File: src/rtl/fsqrt_seq.sv
// fsqrt_seq: multi-cycle IEEE-754 square root (binary32/binary64), radix-2 restoring recurrence, RNE.
// Define FSQRT_SEQ_FLAGS_EN to add a {invalid, inexact} flags output.
module fsqrt_seq #(
  parameter int BUS_WIDTH = 64
) (
  input  logic                 clk,
  input  logic                 rst,
  input  logic [BUS_WIDTH-1:0] in1,
  input  logic                 in_valid,
  output logic                 in_ready,
  output logic [BUS_WIDTH-1:0] out,
  output logic                 out_valid,
  input  logic                 out_ready
`ifdef FSQRT_SEQ_FLAGS_EN
  ,
  output logic [1:0]           flags
`endif
);
  localparam int MANT = (BUS_WIDTH == 64) ? 52 : 23;
  localparam int EXP  = (BUS_WIDTH == 64) ? 11 : 8;
  localparam int BIAS = (BUS_WIDTH == 64) ? 1023 : 127;
  localparam int ITER = MANT + 2;
  localparam int RW   = 2 * ITER;
  localparam int CW   = $clog2(ITER);

  localparam logic [1:0] S_IDLE = 2'd0, S_CALC = 2'd1, S_ROUND = 2'd2, S_DONE = 2'd3;

  localparam logic [BUS_WIDTH-1:0] QNAN = {1'b0, {EXP{1'b1}}, 1'b1, {(MANT-1){1'b0}}};
  localparam logic [BUS_WIDTH-1:0] PINF = {1'b0, {EXP{1'b1}}, {MANT{1'b0}}};

  logic [1:0]           state_q, state_d;
  logic [CW-1:0]        cnt_q, cnt_d;
  logic [RW-1:0]        rad_q, rad_d;
  logic [ITER:0]        rem_q, rem_d;
  logic [ITER-1:0]      root_q, root_d;
  logic [EXP-1:0]       exp_q, exp_d;
  logic [BUS_WIDTH-1:0] out_q, out_d;

  logic            sgn, is_nan, exp_ones;
  logic [EXP-1:0]  ex;
  logic [MANT-1:0] fr;
  assign sgn      = in1[BUS_WIDTH-1];
  assign ex       = in1[BUS_WIDTH-2:MANT];
  assign fr       = in1[MANT-1:0];
  assign exp_ones = &ex;
  assign is_nan   = exp_ones && (fr != '0);

  // floor((exp-BIAS)/2)+BIAS == floor((exp+BIAS)/2) for odd BIAS; LSB of the sum flags odd e.
  logic [EXP:0]    exp_sum;
  logic [ITER-1:0] m_init;
  assign exp_sum = {1'b0, ex} + (EXP+1)'(BIAS);
  assign m_init  = exp_sum[0] ? {1'b1, fr, 1'b0} : {2'b01, fr};

  logic [ITER+3:0] trial;
  logic [ITER+2:0] shifted;
  logic            ge;
  assign shifted = {rem_q, rad_q[RW-1 -: 2]};
  assign trial   = {1'b0, shifted} - {2'b00, root_q, 2'b01};
  assign ge      = ~trial[ITER+3];

  // Upper bits of the recurrence words are provably zero whenever they are kept.
  logic unused_ok;
  assign unused_ok = ^{trial[ITER+2:ITER+1], shifted[ITER+2:ITER+1]};

  logic            guard, sticky, rnd_up;
  logic [MANT+1:0] mant_rnd;
  assign guard    = root_q[0];
  assign sticky   = |rem_q;
  assign rnd_up   = guard & (sticky | root_q[1]);
  assign mant_rnd = {1'b0, root_q[ITER-1:1]} + {{(MANT+1){1'b0}}, rnd_up};

  always_comb begin
    state_d = state_q;
    cnt_d   = cnt_q;
    rad_d   = rad_q;
    rem_d   = rem_q;
    root_d  = root_q;
    exp_d   = exp_q;
    out_d   = out_q;
    case (state_q)
      S_IDLE: if (in_valid) begin
        state_d = S_DONE;
        if (is_nan)          out_d = QNAN;
        else if (ex == '0)   out_d = {sgn, {(BUS_WIDTH-1){1'b0}}};
        else if (sgn)        out_d = QNAN;
        else if (exp_ones)   out_d = PINF;
        else begin
          state_d = S_CALC;
          cnt_d   = '0;
          rad_d   = {m_init, {ITER{1'b0}}};
          rem_d   = '0;
          root_d  = '0;
          exp_d   = exp_sum[EXP:1];
        end
      end
      S_CALC: begin
        rad_d  = rad_q << 2;
        rem_d  = ge ? trial[ITER:0] : shifted[ITER:0];
        root_d = {root_q[ITER-2:0], ge};
        cnt_d  = cnt_q + CW'(1);
        if (cnt_q == CW'(ITER-1)) state_d = S_ROUND;
      end
      S_ROUND: begin
        out_d   = {1'b0, exp_q + {{(EXP-1){1'b0}}, mant_rnd[MANT+1]}, mant_rnd[MANT-1:0]};
        state_d = S_DONE;
      end
      S_DONE: if (out_ready) state_d = S_IDLE;
      default: state_d = S_IDLE;
    endcase
  end

  always_ff @(posedge clk) begin
    if (rst) begin
      state_q <= S_IDLE;
      cnt_q   <= '0;
      rad_q   <= '0;
      rem_q   <= '0;
      root_q  <= '0;
      exp_q   <= '0;
      out_q   <= '0;
    end else begin
      state_q <= state_d;
      cnt_q   <= cnt_d;
      rad_q   <= rad_d;
      rem_q   <= rem_d;
      root_q  <= root_d;
      exp_q   <= exp_d;
      out_q   <= out_d;
    end
  end

  assign in_ready  = (state_q == S_IDLE);
  assign out_valid = (state_q == S_DONE);
  assign out       = out_q;

`ifdef FSQRT_SEQ_FLAGS_EN
  logic [1:0] flags_q;
  logic       spec_inv;
  // Signalling NaN (quiet bit clear) or any negative nonzero operand is invalid.
  assign spec_inv = is_nan ? ~fr[MANT-1] : (sgn && (ex != '0));
  always_ff @(posedge clk) begin
    if (rst)                                flags_q <= '0;
    else if (state_q == S_IDLE && in_valid) flags_q <= {spec_inv, 1'b0};
    else if (state_q == S_ROUND)            flags_q <= {1'b0, guard | sticky};
  end
  assign flags = flags_q;
`endif
endmodule

File: config.mk
export PLATFORM = sky130hd
export DESIGN_NAME = fsqrt_seq
export DESIGN_NICKNAME = d
export VERILOG_FILES = /design/src/rtl/fsqrt_seq.sv
export SDC_FILE = /design/constraint.sdc
export NUM_CORES = 1
export LEC_CHECK = 0
export CAP_MARGIN = 20
export CORE_ASPECT_RATIO = 0.7
export CORE_MARGIN = 4
export CORE_UTILIZATION = 40
export DETAILED_ROUTE_END_ITERATION = 7
export PLACE_DENSITY = 0.7
export RECOVER_POWER = 100
export SYNTH_ARGS = -nofsm -noshare
export SYNTH_HDL_FRONTEND = slang
export SYNTH_SLANG_ARGS = --single-unit
File: constraint.sdc
create_clock -name clk -period 5 [get_ports clk]
set_input_delay 0.75 -clock clk [delete_from_list [all_inputs] [get_ports clk]]
set_output_delay 0.75 -clock clk [all_outputs]
set_load 0.03 [all_outputs]
# Yosys cells after proc, flatten, opt, wreduce, memory -nomap -nowiden
# Index checks and enable logic that the tools add are counted.
[word_totals]
elab_cells = 83
inputBits = 68
output_inout_bits = 66
regBits = 300
[op_classes]
addsub = 5
muxes = 40
eq_ne = 12
reduce_logical = 12
bitwise_logic = 7
[op_table]
columns = ["operator", "count"]
rows = [
  ["2-to-1 mux 108 bit", 5],
  ["2-to-1 mux 55 bit", 6],
  ["2-to-1 mux 54 bit", 6],
  ["2-to-1 mux 64 bit", 5],
  ["one-hot mux 108 bit (2 select lines)", 1],
  ["one-hot mux 64 bit (2 select lines)", 1],
  ["one-hot mux 55 bit (2 select lines)", 1],
  ["one-hot mux 54 bit (2 select lines)", 1],
  ["subtractor 57 x 56 -> 58 bit", 1],
  ["OR reduction 55 bit", 1],
  ["adder 53 x 1 -> 54 bit", 1],
  ["nonzero test 52 bit", 1],
  ["2-to-1 mux 6 bit", 5],
  ["2-to-1 mux 2 bit", 7],
  ["adder 11 x 10 -> 12 bit, second input constant", 1],
  ["inequality test 2 bit, second input constant", 6],
  ["one-hot mux 6 bit (2 select lines)", 1],
  ["AND reduction 6 bit", 2],
  ["adder 11 x 1 -> 11 bit", 1],
  ["logical NOT 11 bit", 1],
  ["AND reduction 11 bit", 1],
  ["one-hot mux 2 bit (4 select lines)", 1],
  ["adder 6 x 1 -> 6 bit, second input constant", 1],
  ["== test 6 bit, second input constant", 1],
  ["11 further kinds", 18],
]

# Longest topological paths before layout
[depth]
ltp_word = 8
mapped_depth = 17
ltp_nobuf = 16

# Least setup slack after synthesis
# Ideal clock, no wire load.
[synth_timing]
kind = "in2reg"
start = "input in1[52]"
end = "register rem_q[50]"
t_required_ns = 4.926
setup_slack_ns = 1.295
t_arrival_ns = 3.631
path_buffers = 5
stages = 16
cell_sequence = "clkbuf_1 > buf_1 > inv_1 > ha_1 > nand3_1 > nor3b_2 > nor4_2 > and2_1 > clkbuf_1 > o21ai_1 > nor2_1 > buf_2 > and2_1 > clkbuf_1 > a22oi_1 > o21ai_0"
[synth_via]
elab_chain_len = 4
word_cells_on_any_way = 7
[synth_rtl]
columns = ["item", "line", "source"]
rows = [
  ["start, declared", "8", "input logic [BUS_WIDTH-1:0] in1,"],
  ["AND reduction 11 bit", "45", "assign exp_ones = &ex;"],
  ["logical AND 1 bit", "46", "assign is_nan = exp_ones && (fr != '0);"],
  ["inequality test 2 bit (no source line)", "-", ""],
  ["AND reduction 6 bit (no source line) *", "-", ""],
  ["end signal, assigned", "125", "rem_q <= rem_d;"],
  ["end, declared", "34", "logic [ITER:0] rem_q, rem_d;"],
]
# Mark *: on every way between the ends. The rest lies on a longest branch, timed or not.
# A chain may end at the register's enable or synchronous reset.

# Worst setup path in the final report
[layout_timing]
start = "register root_q[0]"
end = "register out_q[58], in the netlist out[58]"
[layout_via]
elab_chain_len = 4
[layout_rtl]
columns = ["item", "line", "source"]
rows = [
  ["start, declared", "35", "logic [ITER-1:0] root_q, root_d;"],
  ["start signal, assigned", "126", "root_q <= root_d;"],
  ["AND 1 bit", "69", "assign rnd_up = guard & (sticky | root_q[1]);"],
  ["adder 53 x 1 -> 54 bit", "70", "assign mant_rnd = {1'b0, root_q[ITER-1:1]} + {{(MANT+1){1'b0}}, rnd_up};"],
  ["adder 11 x 1 -> 11 bit", "104", "out_d = {1'b0, exp_q + {{(EXP-1){1'b0}}, mant_rnd[MANT+1]}, mant_rnd[MANT-1:0]};"],
  ["one-hot mux 64 bit (2 select lines)", "80", "case (state_q)"],
  ["end signal, assigned", "128", "out_q <= out_d;"],
  ["end, declared", "37", "logic [BUS_WIDTH-1:0] out_q, out_d;"],
]
# Every way passes these cells.

==> summary.md <==
| Metric | Value |
|---|---|
| Critical Path AT | `roughly 4.7 ns` |
| Layout Area Growth over Synthesis | `17.1%` |
| Number of global-route vias before repair | `between 10000 and 15000` |
| Required time of the critical path | `between 5 and 6 ns` |
| Max Fclk | `approximately 230 MHz` |
| Synth Area in XOR/XNOR | `6.96%` |
| Placer Congestion | `0.943` |
| CTS sink count | `~250` |
| Setup TNS | `0 ns` |
| Tmin final | `around 4.3 ns` |
| Final worst-path cycle share | `between 80 and 90%` |
| Max-slew headroom | `-14.3%` |
| Largest net degree at the start of global routing | `135` |
| Top FF cell, synth | `dfxtp_1` |
| RSZ-0062 raised after global routing | `false` |
| Mux share of post-synthesis cell area | `roughly 3.6%` |
| Endpoints failing hold | `0` |
| Most frequent cells in the layout | `327 x nand2_1, 246 x dfxtp_1, 221 x a21oi_1, 143 x nor2_1, 132 x o21ai_0` |
| Synthesized flop and latch total | `approximately 250` |
| Initial Util | `40.8%` |
| Clock root buffer | `clkbuf_16` |
| Max FO, Critical Path | `6` |
| CORE AREA | `between 30000 and 40000 µm²` |
| Final setup fails | `0` |
| Post-Syn Instances | `slightly below 2000` |
| CTS buffer count | `25` |
| I/O Buffers | `~130` |
| Nets | `about 2100` |
| Die area | `40000 µm²` |
| Synth unique cells | `75` |
| CTS resizes | `0` |
| H-tree levels | `1` |
| Max Root-Sink Buffers | `3` |
| Hold buffers post-CTS | `0` |
| Slew Limit Fails | `between 40 and 50` |
| Most common cell after layout, fill and taps aside | `nand2_1` |
| Largest family of logic cells by synthesized area | `compound AO/OA/AOI/OAI gates` |
| Final wirelength | `about 44 mm` |
| Tot GR Track Use | `slightly above 20%` |
| Setup crit end kind | `register` |
| First-pass GRT wire length | `~70 mm` |
| CTS tree | `yes` |
| Max incr delay on CP | `0.76 ns` |
| Asr flop ratio synth | `0%` |
| Vias | `around 14000` |
| First-pass DRT Iterations | `5` |
| Antenna violations before repair | `0` |
| Post-DP HPWL | `around 32 mm` |
| Worst-margin pin slew | `between 1.5 and 2 ns` |
| Skew-Pair Late Insertion Delay | `0.54 ns` |
| MaxCap Viol Count | `1` |
| Post-synthesis compound-gate area fraction | `22.5%` |
| Cell Rows | `58` |
| Post-synth EDFFs | `0` |
| Status | `complete, but fails checks` |
| Synth Area in Adders | `~5.7%` |
| Post-DR wirelength/cell | `approximately 18 µm` |
| Most common cell on crit path | `ha_1` |
| Crit-path cells | `inv_2, nor3_2, nand3_1, or4_1, or2_4, nor3_4, and4_1, and3_1, ha_1, ha_1, and2_0, nand4_1, xor2_1, a211oi_1, a21oi_1, nor2_1` |
| Critical Setup Path Class | `register to register` |
| Initial DRC count | `between 1000 and 1500` |
| # IOs | `around 130` |
| Share of cells above drive strength 1 | `about 4%` |
| Synthesized cell area | `between 10000 and 15000 µm²` |
| Crit start category | `register` |
| Post-Synth Simple-Gate Area | `between 20% and 30%` |
| Ant diodes | `0` |
| Die height | `between 150 and 200 µm` |
| Mapped Avg Cell Area | `between 7 and 8 µm²` |
| # Post-CTS Setup Buffers | `0` |
| Violations in the final reports | `capacitance limit, slew limit` |
| Remaining DRCs | `0` |
| Seq/Total Area, Yosys | `between 30% and 40%` |
| Final Skew | `between 0.01 and 0.015 ns` |
| Congestion Overflow GR | `0` |
| Routed Antenna Nets | `0` |
| Syn Nets | `roughly 2100` |
| DR vias/cell | `between 5 and 6` |
| Yosys warning count | `0` |
| Hold crit path type | `register to register` |
| Worst path slowest cell | `or4_1` |
| Clock Pin Slew Worst Setup and Hold Paths | `~0.06 ns` |
| Die X | `about 240 µm` |
[layer usage]
metal / global-route usage (%) / vias up / wire (µm)
li1: - / 7029 / -
met1: 31.6 / 6698 / 21600
met2: 31.0 / 457 / 18600
met3: 3.50 / 54 / 2970
met4: 3.96 / 0 / 813
met5: 0 / - / 0
[stage by stage]
step	instance area (µm²)	hold slack [ns]	util [%]	std cells	setup slack (ns)
6_report	17300	0.450	47.7	2510	0.740
4_1_cts	17200	0.453	47.7	2508	0.985
3_3_place_gp	16400	0.438	45.3	2463	0.942
5_1_grt	17300	0.463	47.7	2510	0.358
3_5_place_dp	16400	0.444	45.3	2464	0.885
2_1_floorplan	14700	0.432	-	1961	1.29
[worst paths after layout]
path	depth (start not counted)	start	slack (ns)	endpoint
worst min register to register	2	rad_q[82]	0.45	rad_q[82]
worst min-delay path	2	rad_q[82]	0.45	rad_q[82]
worst max-delay path	16	root_q[0]	0.74	out[58]
worst max register to register	16	root_q[0]	0.74	out[58]
[state kept, by name (all words and copies together), names as in the netlist]
register and cells:
out 64, rem_q 55, rad_q 54, root_q 54, exp_q 11, cnt_q 6
state_q 2
[cell families (layout without fill, tap and decap cells)]
kind of cell    Yosys count  in the layout
fa+ha+maj                67             67
xor+xnor                117            117
flops                   246            246
simple gates            728            728
buf+inv                 202            271
compound gates          548            548
mux                      53             53
[cells in the mapped netlist (all sizes together), types with 7 or more instances]
| cell | instances | share of area (%) |
|---|---|---|
| o21bai | 9 | 0.46 |
| a22oi | 48 | 2.4 |
| buf | 26 | 0.90 |
| dfxtp | 246 | 33 |
| nand3 | 93 | 3.2 |
| xnor2 | 81 | 4.8 |
| a31oi | 8 | 0.38 |
| o21a | 9 | 0.46 |
| clkbuf | 102 | 2.6 |
| nor2b | 10 | 0.42 |
| nor4 | 36 | 1.6 |
| a21oi | 222 | 7.5 |
| a32oi | 10 | 0.59 |
| nand2 | 328 | 8.4 |
| inv | 74 | 1.9 |
| o21ai | 137 | 4.7 |
| nand4 | 28 | 1.2 |
| xor2 | 36 | 2.1 |
| a21o | 18 | 0.92 |
| nand2b | 11 | 0.47 |
| nor2 | 145 | 3.7 |
| a22o | 19 | 1.1 |
| nor3 | 33 | 1.3 |
| or3 | 7 | 0.30 |
| a211oi | 21 | 1.1 |
| ha | 67 | 5.7 |
| mux2i | 53 | 3.6 |
| and3 | 11 | 0.47 |
[critical path: cells and delay by family, from the launching register on]
kind | cells | cell delay (ns)
flip-flops | 1 | 0.40
AND/OR/NAND/NOR | 10 | 2.90
buffers and inverters | 1 | 0.08
AO/OA/AOI/OAI | 2 | 0.29
adder cells (fa/ha/maj) | 2 | 0.34
XOR/XNOR | 1 | 0.16
[area by class of cell]
type,instances,area [µm²]
Fill cell,3528,18900
Multi-Input combinational cell,1513,9030
Sequential cell,246,4920
Timing Repair Buffer,153,1550
Clock buffer,32,652
Tap cell,480,601
Inverter,74,278
Clock inverter,12,213
Power is left out: the tool's default activity adds up to more than one toggle a clock period on the data nets, which glitch-free logic cannot reach.
